--- config.mk ---
export PLATFORM = sky130hd
export DESIGN_NAME = intdiv_seq_flat
export DESIGN_NICKNAME = d
export VERILOG_FILES = /design/src/rtl/intdiv_seq_if.sv /design/src/rtl/intdiv_seq.sv /design/src/flat_wrapper.sv
export SDC_FILE = /design/constraint.sdc
export NUM_CORES = 1
export LEC_CHECK = 0
export BUFFER_PORTS_ARGS = -buffer_cell sky130_fd_sc_hd__buf_2
export CAP_MARGIN = 20
export CORE_MARGIN = 5
export CORE_UTILIZATION = 25
export CTS_CLUSTER_SIZE = 30
export DETAILED_ROUTE_END_ITERATION = 8
export GPL_TIMING_DRIVEN = 0
export PLACE_DENSITY = 0.38
export SLEW_MARGIN = 10
export SYNTH_ARGS = -nofsm -noshare
export SYNTH_HDL_FRONTEND = slang
export SYNTH_SLANG_ARGS = --single-unit
--- constraint.sdc ---
create_clock -name clock -period 3.1 [get_ports clock]
set_input_delay 0 -clock clock [delete_from_list [all_inputs] [get_ports clock]]
set_output_delay 0 -clock clock [all_outputs]
set_load 0.02 [all_outputs]
--- src/rtl/intdiv_seq_if.sv ---
// rtl/intdiv_seq_if.sv - operand/result handshakes and divider connection of intdiv_seq
interface intdiv_seq_if #(
    parameter int N    = 4,
    parameter int TAGW = 2
);
    logic            in_valid;
    logic            in_ready;
    logic [N-1:0]    in_x;
    logic [N-1:0]    in_y;
    logic [TAGW-1:0] in_tag;
    logic [N-1:0]    div_x;
    logic [N-1:0]    div_y;
    logic [N-1:0]    div_z;
    logic [N-1:0]    div_r;
    logic            out_valid;
    logic            out_ready;
    logic [N-1:0]    out_z;
    logic [N-1:0]    out_r;
    logic [TAGW-1:0] out_tag;
    logic            out_dz;
    logic            out_ovf;
    logic            busy;

    modport slave (
        input  in_valid, in_x, in_y, in_tag, div_z, div_r, out_ready,
        output in_ready, div_x, div_y, out_valid, out_z, out_r, out_tag,
               out_dz, out_ovf, busy
    );

    modport master (
        output in_valid, in_x, in_y, in_tag, div_z, div_r, out_ready,
        input  in_ready, div_x, div_y, out_valid, out_z, out_r, out_tag,
               out_dz, out_ovf, busy
    );
endinterface

--- src/rtl/intdiv_seq.sv ---
// rtl/intdiv_seq.sv - credit-gated issue/collect sequencer around a fixed-latency signed divider
module intdiv_seq #(
    parameter int N     = 4,
    parameter int LAT   = 6,
    parameter int DEPTH = 4,
    parameter int TAGW  = 2
) (
    input  logic        clock,
    input  logic        reset,
    intdiv_seq_if.slave bus
);
    localparam int IW = $clog2(LAT + 1);
    localparam int CW = $clog2(DEPTH + 1);
    localparam int PW = $clog2(DEPTH);
    localparam int SW = ((IW > CW) ? IW : CW) + 1;

    logic            accept, push, pop;
    logic            in_dz, in_ovf;
    logic [N-1:0]    in_sz, in_sr, push_z, push_r;
    logic [SW-1:0]   credits_used;

    logic [N-1:0]    div_x_q, div_y_q;
    logic            dl_valid_q [LAT];
    logic            dl_dz_q    [LAT];
    logic            dl_ovf_q   [LAT];
    logic [TAGW-1:0] dl_tag_q   [LAT];
    logic [N-1:0]    dl_z_q     [LAT];
    logic [N-1:0]    dl_r_q     [LAT];

    logic [N-1:0]    fifo_z_q   [DEPTH];
    logic [N-1:0]    fifo_r_q   [DEPTH];
    logic [TAGW-1:0] fifo_tag_q [DEPTH];
    logic            fifo_dz_q  [DEPTH];
    logic            fifo_ovf_q [DEPTH];

    logic [IW-1:0]   inflight_q, inflight_d;
    logic [CW-1:0]   count_q, count_d;
    logic [PW-1:0]   wr_ptr_q, wr_ptr_d, rd_ptr_q, rd_ptr_d;

    // Every op in the delay line already owns a FIFO slot, so the divider never needs to stall.
    assign credits_used = SW'(inflight_q) + SW'(count_q);
    assign bus.in_ready = !reset && (credits_used < SW'(DEPTH));
    assign accept       = bus.in_valid && bus.in_ready;
    assign push         = dl_valid_q[LAT-1];
    assign pop          = bus.out_valid && bus.out_ready;

    always_comb begin
        in_dz  = (bus.in_y == '0);
        in_ovf = (bus.in_x == {1'b1, {(N-1){1'b0}}}) && (bus.in_y == '1);
        in_sz  = in_dz ? '1 : bus.in_x;
        in_sr  = in_dz ? bus.in_x : '0;
    end

    always_comb begin
        if (dl_dz_q[LAT-1] || dl_ovf_q[LAT-1]) begin
            push_z = dl_z_q[LAT-1];
            push_r = dl_r_q[LAT-1];
        end else begin
            push_z = bus.div_z;
            push_r = bus.div_r;
        end
    end

    always_comb begin
        inflight_d = inflight_q;
        case ({accept, push})
            2'b10:   inflight_d = inflight_q + IW'(1);
            2'b01:   inflight_d = inflight_q - IW'(1);
            default: inflight_d = inflight_q;
        endcase
        count_d = count_q;
        case ({push, pop})
            2'b10:   count_d = count_q + CW'(1);
            2'b01:   count_d = count_q - CW'(1);
            default: count_d = count_q;
        endcase
        wr_ptr_d = push ? wr_ptr_q + PW'(1) : wr_ptr_q;
        rd_ptr_d = pop  ? rd_ptr_q + PW'(1) : rd_ptr_q;
    end

    always_ff @(posedge clock) begin
        if (reset) begin
            div_x_q    <= '0;
            div_y_q    <= '0;
            inflight_q <= '0;
            count_q    <= '0;
            wr_ptr_q   <= '0;
            rd_ptr_q   <= '0;
            for (int i = 0; i < LAT; i++) begin
                dl_valid_q[i] <= 1'b0;
            end
        end else begin
            if (accept) begin
                div_x_q <= bus.in_x;
                div_y_q <= bus.in_y;
            end
            inflight_q    <= inflight_d;
            count_q       <= count_d;
            wr_ptr_q      <= wr_ptr_d;
            rd_ptr_q      <= rd_ptr_d;
            dl_valid_q[0] <= accept;
            for (int i = 1; i < LAT; i++) begin
                dl_valid_q[i] <= dl_valid_q[i-1];
            end
        end
    end

    // Payload storage needs no reset: it is only observed behind a valid bit or a FIFO count.
    always_ff @(posedge clock) begin
        dl_tag_q[0] <= bus.in_tag;
        dl_dz_q[0]  <= in_dz;
        dl_ovf_q[0] <= in_ovf;
        dl_z_q[0]   <= in_sz;
        dl_r_q[0]   <= in_sr;
        for (int i = 1; i < LAT; i++) begin
            dl_tag_q[i] <= dl_tag_q[i-1];
            dl_dz_q[i]  <= dl_dz_q[i-1];
            dl_ovf_q[i] <= dl_ovf_q[i-1];
            dl_z_q[i]   <= dl_z_q[i-1];
            dl_r_q[i]   <= dl_r_q[i-1];
        end
        if (push) begin
            fifo_z_q[wr_ptr_q]   <= push_z;
            fifo_r_q[wr_ptr_q]   <= push_r;
            fifo_tag_q[wr_ptr_q] <= dl_tag_q[LAT-1];
            fifo_dz_q[wr_ptr_q]  <= dl_dz_q[LAT-1];
            fifo_ovf_q[wr_ptr_q] <= dl_ovf_q[LAT-1];
        end
    end

    assign bus.div_x     = div_x_q;
    assign bus.div_y     = div_y_q;
    assign bus.out_valid = (count_q != '0);
    assign bus.out_z     = fifo_z_q[rd_ptr_q];
    assign bus.out_r     = fifo_r_q[rd_ptr_q];
    assign bus.out_tag   = fifo_tag_q[rd_ptr_q];
    assign bus.out_dz    = fifo_dz_q[rd_ptr_q];
    assign bus.out_ovf   = fifo_ovf_q[rd_ptr_q];
    assign bus.busy      = (inflight_q != '0) || (count_q != '0);
endmodule

--- src/flat_wrapper.sv ---
// flat-port wrapper written by rule: the top's interface ports become plain ports
module intdiv_seq_flat 
#(
    parameter int N     = 4,
    parameter int LAT   = 6,
    parameter int DEPTH = 4,
    parameter int TAGW  = 2
)
  (clock, reset, bus_in_valid, bus_in_x, bus_in_y, bus_in_tag, bus_div_z, bus_div_r, bus_out_ready, bus_in_ready, bus_div_x, bus_div_y, bus_out_valid, bus_out_z, bus_out_r, bus_out_tag, bus_out_dz, bus_out_ovf, bus_busy);
  intdiv_seq_if #(.N(N), .TAGW(TAGW)) bus_i ();
  input  logic clock;
  input  logic reset;
  input wire logic [$bits(bus_i.in_valid)-1:0] bus_in_valid;
  input wire logic [$bits(bus_i.in_x)-1:0] bus_in_x;
  input wire logic [$bits(bus_i.in_y)-1:0] bus_in_y;
  input wire logic [$bits(bus_i.in_tag)-1:0] bus_in_tag;
  input wire logic [$bits(bus_i.div_z)-1:0] bus_div_z;
  input wire logic [$bits(bus_i.div_r)-1:0] bus_div_r;
  input wire logic [$bits(bus_i.out_ready)-1:0] bus_out_ready;
  output wire logic [$bits(bus_i.in_ready)-1:0] bus_in_ready;
  output wire logic [$bits(bus_i.div_x)-1:0] bus_div_x;
  output wire logic [$bits(bus_i.div_y)-1:0] bus_div_y;
  output wire logic [$bits(bus_i.out_valid)-1:0] bus_out_valid;
  output wire logic [$bits(bus_i.out_z)-1:0] bus_out_z;
  output wire logic [$bits(bus_i.out_r)-1:0] bus_out_r;
  output wire logic [$bits(bus_i.out_tag)-1:0] bus_out_tag;
  output wire logic [$bits(bus_i.out_dz)-1:0] bus_out_dz;
  output wire logic [$bits(bus_i.out_ovf)-1:0] bus_out_ovf;
  output wire logic [$bits(bus_i.busy)-1:0] bus_busy;
  assign bus_i.in_valid = bus_in_valid;
  assign bus_i.in_x = bus_in_x;
  assign bus_i.in_y = bus_in_y;
  assign bus_i.in_tag = bus_in_tag;
  assign bus_i.div_z = bus_div_z;
  assign bus_i.div_r = bus_div_r;
  assign bus_i.out_ready = bus_out_ready;
  assign bus_in_ready = bus_i.in_ready;
  assign bus_div_x = bus_i.div_x;
  assign bus_div_y = bus_i.div_y;
  assign bus_out_valid = bus_i.out_valid;
  assign bus_out_z = bus_i.out_z;
  assign bus_out_r = bus_i.out_r;
  assign bus_out_tag = bus_i.out_tag;
  assign bus_out_dz = bus_i.out_dz;
  assign bus_out_ovf = bus_i.out_ovf;
  assign bus_busy = bus_i.busy;
  intdiv_seq #(.N(N), .LAT(LAT), .DEPTH(DEPTH), .TAGW(TAGW)) u_core (.clock(clock), .reset(reset), .bus(bus_i));
endmodule
Word level (Yosys, flattened, before mapping)
Memories as Yosys holds them, arrays and structs flattened. A register that Yosys moved wholly into a read port is not among the register bits.
Cells that the tools add are included.
Word-level totals
  output and inout bits: 23
  input bits: 22
  bits in read-only memories: 0
  flip-flop bits (word level): 18
  latch bits: 0
  word-level logic and storage cells: 76
  bits in writable memories: 126
  memories: 11
Operators by class
  equality and inequality tests: 6
  order comparisons: 1
  divide/modulo/power cells: 0
  reductions and logical operators: 12
  muxes and demuxes: 27
  bitwise gates (word level): 6
  multipliers: 0
  $add $sub $neg: 7
  shift-type cells: 0
Memory list
  u_core.dl_r_q: depth 6, bits a word 4, read ports 6, clocked after Yosys merged registers in 0, wr ports 6, RTL line intdiv_seq.sv:28  | logic [N-1:0] dl_r_q [LAT];
  u_core.dl_z_q: depth 6, bits a word 4, read ports 6, clocked after Yosys merged registers in 0, wr ports 6, RTL line intdiv_seq.sv:27  | logic [N-1:0] dl_z_q [LAT];
  u_core.fifo_r_q: depth 4, bits a word 4, read ports 1, clocked after Yosys merged registers in 1, wr ports 1, RTL line intdiv_seq.sv:31  | logic [N-1:0] fifo_r_q [DEPTH];
  u_core.fifo_z_q: depth 4, bits a word 4, read ports 1, clocked after Yosys merged registers in 1, wr ports 1, RTL line intdiv_seq.sv:30  | logic [N-1:0] fifo_z_q [DEPTH];
  u_core.dl_tag_q: depth 6, bits a word 2, read ports 6, clocked after Yosys merged registers in 0, wr ports 6, RTL line intdiv_seq.sv:26  | logic [TAGW-1:0] dl_tag_q [LAT];
  u_core.fifo_tag_q: depth 4, bits a word 2, read ports 1, clocked after Yosys merged registers in 1, wr ports 1, RTL line intdiv_seq.sv:32  | logic [TAGW-1:0] fifo_tag_q [DEPTH];
  +5 memories
Operators with widths (count)
  $mux W2: 10
  $mux W4: 4
  $pmux W3 S2: 2
  $mux W1: 11
  $eq A4 B4 Y1 const B: 2
  $add A3 B1 Y3 const B: 2
  $or A1 B1 Y1: 6
  $reduce_bool A3 Y1: 2
  $sub A3 B1 Y3 const B: 2
  $add A2 B1 Y2 const B: 2
  $add A3 B3 Y4: 1
  $eq A2 B1 Y1 const B: 2
  $eq A2 B2 Y1 const B: 2
  $logic_and A1 B1 Y1: 4
  $logic_not A4 Y1: 1
  $lt A4 B3 Y1 const B: 1
  $reduce_bool A2 Y1: 2
  $logic_or A1 B1 Y1: 2
  $logic_not A1 Y1: 1

Depth between registers and ports, before layout
Gate-level depths: netlist of run 1.
  depth in word-level cells: 6
  gate-level depth with buffers: 10
  gate-level depth less buffers: 10

Least setup slack after synthesis of run 1
No wires, ideal clock.
  kind: register -> register
  from: register u_core.count_q[1]
  to: register u_core.inflight_q[2]
  stages on the path, launching flop included: 11
  library setup time: 70 ps
  required time: 3030 ps
  clock period less this slack: 2205 ps
  buffers on the path: 0
  data arrival time: 2135 ps
  setup slack: 895 ps
  path through: dfxtp_1 ha_1 nand3_1 and3_4 inv_6 ha_1 inv_1 fa_1 xor2_1 or3_1 a21oi_1
On the way
  longest elaborated chain between the ends: 6
  elaborated cells on any way between the ends: 8
  classes of those cells: 1 x add/sub; 1 x order compare; 2 x eq/ne; 1 x mux; 3 x reduce/logical
RTL lines
  start, declared: RTL line intdiv_seq.sv:37  | logic [CW-1:0] count_q, count_d;
  start signal, assigned: RTL line intdiv_seq.sv:98  | count_q <= count_d;
  $add A3 B3 Y4 (*): RTL line intdiv_seq.sv:41  | assign credits_used = SW'(inflight_q) + SW'(count_q);
  $lt A4 B3 Y1 (*): RTL line intdiv_seq.sv:42  | assign bus.in_ready = !reset && (credits_used < SW'(DEPTH));
  $logic_and A1 B1 Y1 (*): RTL line intdiv_seq.sv:42
  $logic_and A1 B1 Y1 (*): RTL line intdiv_seq.sv:43  | assign accept = bus.in_valid && bus.in_ready;
  $eq A2 B1 Y1 / $eq A2 B2 Y1 (equally long branches): RTL line intdiv_seq.sv:66  | case ({accept, push})
  $pmux W3 S2 / $reduce_bool A2 Y1 (equally long branches)
  end signal, assigned: RTL line intdiv_seq.sv:97  | inflight_q <= inflight_d;
  end, declared: RTL line intdiv_seq.sv:36  | logic [IW-1:0] inflight_q, inflight_d;
Every way passes the cells marked *; elsewhere a longest branch is shown, timed or not.
A chain may end at the register's enable or synchronous reset.

Final worst setup path of run 1
Ends and elaborated chain as after synthesis.

==> results of run 1 <==
layout make-up:
cell class,instances,area [sq um]
plain buffers,4,25.0
repair buffers,65,430
inverters,10,42.5
clock inverters,14,199
flip-flops and latches,146,3400
clock buffers,18,439
fillers,1769,12000
multi-input cells,103,1040
well taps,229,287
cell families after synthesis:
| group | Yosys count | share of synthesized area [%] |
|---|---|---|
| fa+ha+maj | 10 | 3.10 |
| xor+xnor | 7 | 1.36 |
| mux | 29 | 10.9 |
| flops | 146 | 75.4 |
| buf+inv | 14 | 1.50 |
| simple gates | 49 | 6.76 |
| compound gates | 8 | 1.05 |
worst min-delay path: stages:
cell	delay, ns
buf_2	0.11
o311ai_1	0.10
xor2_1	0.07
nor2_1	0.12
per-layer routing:
metal,GRT usage [%],wire length [um]
met4,4.57,153
met3,3.21,324
met1,10.4,3700
met2,11.9,3320
met5,0,0
synth_stat cells (all sizes together):
master	n	area, sq um
a21oi	4	20.0
xnor2	2	17.5
edfxtp	48	1440
and3	1	11.3
o21ai	2	10.0
fa	2	40.0
mux2i	1	10.0
dlygate4sd1	1	8.76
or2	4	25.0
buf	3	16.3
ha	8	100
nand3	1	5.00
and2	9	56.3
or3	3	18.8
and2b	7	52.6
nand4b	1	8.76
nand2	1	3.75
or4	1	7.51
o31a	1	8.76
mux2	16	210
xor2	5	43.8
inv	10	42.5
nor4	3	31.3
nor2	12	47.6
mux4	12	270
nor2b	6	37.5
o311ai	1	8.76
dfxtp	98	1960
flip-flops by register name, indices dropped and copies added, names as in the netlist, 3 cells and up, named ones only:
signal,flops
u_core.fifo_z_q,16
u_core.dl_dz_q,6
u_core.bus.div_x,4
u_core.fifo_dz_q,4
u_core.inflight_q,3
u_core.dl_valid_q,6
u_core.dl_ovf_q,6
u_core.dl_r_q,24
u_core.bus.div_y,4
u_core.count_q,3
u_core.dl_tag_q,12
u_core.fifo_tag_q,8
u_core.fifo_r_q,16
u_core.fifo_ovf_q,4
u_core.dl_z_q,24
report_power, final:
| part | internal [mW] | switching (mW) |
|---|---|---|
| logic | 0.0701 | 0.0657 |
| clock network | 1.38 | 0.793 |
| registers | 2.02 | 0.0158 |
repair_timing:
item,4_1_cts,5_1_grt
endpoints found under the setup margin,0,0
hold endpoints to repair,53,0
hold buffers,21,0
worst paths after layout:
kind                                   from                           endpoint  slack (ns)
min                           bus_out_ready    u_core.rd_ptr_q[1]$_SDFFE_PP0N_        0.03
min reg2reg     u_core.dl_z_q[2][2]$_DFF_P_        u_core.dl_z_q[3][2]$_DFF_P_        0.32
max reg2reg  u_core.count_q[1]$_SDFFE_PP0P_  u_core.inflight_q[2]$_SDFFE_PP0P_        0.71
max          u_core.count_q[1]$_SDFFE_PP0P_  u_core.inflight_q[2]$_SDFFE_PP0P_        0.71
==> flow_metrics.tcl, run 1 <==
set metrics [dict create \
    synth_warnings 0 \
    grt_max_degree 17 \
    wire_per_inst_um 12.7 \
    setup-violations-final 0 \
    power.density_nw_per_um2 741 \
    drc_errors 0 \
    syn_inst 263 \
    antenna_cells 0 \
    relSlewSlack_pct 50.1 \
    path_cells "ha_1 -> nand3_1 -> and3_4 -> inv_6 -> ha_1 -> inv_1 -> fa_1 -> xor2_1 -> or3_1 -> a21oi_1" \
    p_leak_nw 2.26 \
    critPathMaxFanout 9 \
    status "finished, final reports clean" \
    path_depth 10 \
    drtPass1Iterations 4 \
    ys_seq_area_share_pct 75.4 \
    rsz0062_at_grt "false" \
    cts_buffers 17 \
    skew_ns 0.0107 \
    io_pins 45 \
    whs_path_depth 4 \
    drive_gt1_share_pct 28.6 \
    clkTransAtPathRegs_ns 0.06 \
    syn_area_sq_um 4520 \
    hold_ws_ns 0.0266 \
    post-route-min-period_ns 2.39 \
    cts_resized 0 \
    cts_setup_buffers 0 \
    cap_viol_max_count 0 \
    startpoint_type "flip-flop" \
    port_buffers 44 \
    nets 379 \
    cts_tree "yes" \
    worst_slack_ns 0.706 \
    clockBufferDepth 2 \
    max_stage_delay_ns 0.37 \
    dieArea_sq_um 20800 \
    fin_util_pct 32.8 \
    avgSynthCellArea_sq_um 17.2 \
    die_h_um 144 \
    syn2layout_area_growth_pct 30.0 \
    final_cell_mix "dfxtp_1, edfxtp_1, buf_2" \
    dpl.cell_count 536 \
    grt_pass1_vias 2293 \
    insertion_delay_ns 0.41 \
    cp_data_arrival_time_ns 2.73 \
    worst-setup-path-type "reg2reg" \
    crit_top_cell "ha_1" \
    pre_cts_ws_ns 0.711 \
    synth-seq-cells 146 \
    vias 2151 \
    setup_tns_ns 0 \
    clock_sinks 146 \
    gp_congestion 0.658 \
    dpl_cell_area_sq_um 5020 \
    period_share_pct 77.2 \
    report.power.total_mw 4.35 \
    hold_violations 0 \
    final_cells 589 \
    reg2reg_depth 10 \
    drt_iter0_drc 70 \
    grt_overflow 0 \
    crit_buf_inv 2 \
    vias_per_cell 3.65 \
    end_kind "flip-flop" \
    final_max_slew_viol_count 0 \
    crit_slowest_cell "fa_1" \
    dp_hpwl_um 4670 \
    timing.fmax_ghz 0.418 \
    synth.net_count 295 \
    clockRootBuffer "clkbuf_16" \
    ant_nets 0 \
    grt_usage_pct 8.19 \
    holdCritPathClass "in2reg" \
    cp_data_required_time_ns 3.44 \
    ys_types 34 \
    ir_drop_mv 0.403 \
    tightest_slew_ns 0.749 \
    placementRows 49 \
    final_area_sq_um 5870 \
    htreeDepth 4 \
    drt_wl_total_um 7500 \
    antenna_found_initial 0 \
    critical-path-top-delay-family "adder cells" \
    layout_commonest_cell "dfxtp_1" \
    initial_core_util_pct 25.2 \
    grt_pass1_wl_um 12500 \
    coreArea_sq_um 17900 \
    fp.dieW_um 144 \
]
Power figures use the tool's default switching activity.
==> run 2, diff against run 1 <==
==> constraint.sdc (replaced) <==
create_clock -name clock -period 2.5 [get_ports clock]
set_input_delay 0 -clock clock [delete_from_list [all_inputs] [get_ports clock]]
set_output_delay 0 -clock clock [all_outputs]
set_load 0.02 [all_outputs]
==> flow_metrics.tcl, run 2 (synthesis gave the netlist of run 1 again) <==
set metrics [dict create \
    multiInputGateArea_sq_um 1050 \
    rsz0062_at_grt "false" \
    final_max_slew_viol_count 0 \
    period_share_pct 93.6 \
    combPwrFrac_pct 3.1 \
    cap_viol_max_count 0 \
    vias 2153 \
    grt_max_degree 17 \
    htreeDepth 4 \
    tightest_slew_ns 0.749 \
    final_area_sq_um 5880 \
    clockRootBuffer "clkbuf_16" \
    clkTransAtPathRegs_ns 0.06 \
    initial_core_util_pct 25.2 \
    dpl_cell_area_sq_um 5020 \
    startpoint_type "flip-flop" \
    drt_wl_total_um 7480 \
    placementRows 49 \
    fp.dieW_um 144 \
    coreArea_sq_um 17900 \
    cp_data_arrival_time_ns 2.68 \
    antenna_found_initial 0 \
    cp_data_required_time_ns 2.84 \
    dp_hpwl_um 4670 \
    nets 379 \
    cts_buffers 17 \
    drive_gt1_share_pct 29.2 \
    setup-violations-final 0 \
    reg_top3 "u_core.dl_r_q (24), u_core.dl_z_q (24)" \
    grt_pass1_wl_um 12500 \
    layout_commonest_cell "dfxtp_1" \
    ant_nets 0 \
    fillers 1770 \
    power.density_nw_per_um2 918 \
    timing.rr.start "u_core.count_q[1]$_SDFFE_PP0P_" \
    max_stage_delay_ns 0.37 \
    fin_util_pct 32.8 \
    grt_pass1_vias 2293 \
    relSlewSlack_pct 50.1 \
    routed-wl-met2_um 3330 \
    critical-path-top-delay-family "adder cells" \
    setup_tns_ns 0 \
    clockBufferDepth 2 \
    p_int_mw 4.31 \
    reg2reg_slack_ns 0.16 \
    clockPowerShare_pct 50.0 \
    crit_buf_inv 2 \
    dr_wl_met3_um 324 \
    wire_per_inst_um 12.7 \
    dieArea_sq_um 20800 \
    drt_iter0_drc 66 \
    drtPass1Iterations 4 \
    io_pins 45 \
    worst-setup-path-type "reg2reg" \
    port_buffers 44 \
    seq_area_sq_um 3400 \
    final_cell_mix "dfxtp_1, edfxtp_1, buf_2" \
    holdCritPathClass "in2reg" \
    cts_setup_buffers 0 \
    timing.fmax_ghz 0.428 \
    clock_sinks 146 \
    grt_overflow 0 \
    drc_errors 0 \
    swShare_pct 20.1 \
    antenna_cells 0 \
    vias_per_cell 3.66 \
    switchingPower_mw 1.08 \
    grt_usage_pct 8.19 \
    path_cells "ha_1 -> nand3_1 -> and3_4 -> inv_8 -> ha_2 -> inv_1 -> fa_1 -> xor2_1 -> or3_1 -> a21oi_1" \
    gp_congestion 0.658 \
    crit_slowest_cell "fa_1" \
    top_layer "met4" \
    cts_tree "yes" \
    ir_drop_mv 0.499 \
    critPathMaxFanout 9 \
    hold_start "bus_out_ready" \
    end_kind "flip-flop" \
    seq_power_share_pct 46.9 \
    skew_ns 0.0107 \
    wl_met1_um 3670 \
    hold_violations 0 \
    startpoint "u_core.count_q[1]$_SDFFE_PP0P_" \
    die_h_um 144 \
    syn2layout_area_growth_pct 30.1 \
    post-route-min-period_ns 2.34 \
    p_leak_nw 2.26 \
    status "finished, final reports clean" \
    insertion_delay_ns 0.41 \
]
-- run 2: area by class of cell --
type | instances | area share (%)
flip-flops and latches | 146 | 57.9
multi-input cells | 103 | 17.8
clock buffers | 18 | 7.47
repair buffers | 65 | 7.32
well taps | 229 | 4.88
clock inverters | 14 | 3.39
inverters | 10 | 0.766
plain buffers | 4 | 0.426
-- run 2: power groups by stage --
stage	Clock [mW]	Combinational [mW]	Sequential (mW)
detailed placement	0	0.148	2.58
global placement	0	0.147	2.58
floorplan	0	0.0788	2.59
finish	2.70	0.169	2.53
CTS	2.78	0.172	2.53
global route	2.90	0.187	2.53
-- run 2: timing repair --
action / 4_1_cts / 5_1_grt
hold endpoints to repair: 53 / 0
endpoints found under the setup margin: 0 / 1
gates resized for setup: 0 / 3
hold buffers: 21 / 0
-- run 2: per-layer routing --
metal  track usage (%)  vias to the layer above
met5                 0                        -
met4              4.57                        0
met3              3.21                        9
met2              11.9                       48
met1              10.4                      998
li1                  -                     1098
-- run 2: path summary, 6_finish.rpt --
check	cells after the start	endpoint
worst max-delay path	10	u_core.inflight_q[2]$_SDFFE_PP0P_
worst min-delay path	4	u_core.rd_ptr_q[1]$_SDFFE_PP0N_
worst max register to register	10	u_core.inflight_q[2]$_SDFFE_PP0P_
worst min register to register	0	u_core.dl_z_q[3][2]$_DFF_P_
-- run 2: worst min-delay path: cells and delay by family --
family / cells / cell delay [ns]
AO/OA/AOI/OAI: 1 / 0.10
XOR/XNOR: 1 / 0.07
AND/OR/NAND/NOR: 1 / 0.12
buffers and inverters: 1 / 0.11
-- run 2: stage by stage --
step | total power [mW] | hold slack (ns) | instances | setup slack, ns
after floorplan | 2.67 | 0.0277 | 263 | 0.295
after global placement | 2.73 | 0.102 | 536 | 0.111
after detailed placement | 2.73 | 0.104 | 536 | 0.111
after CTS | 5.48 | 0.0141 | 589 | 0.0947
after global routing | 5.62 | 0.0677 | 589 | 0.0209
final | 5.39 | 0.0266 | 589 | 0.161
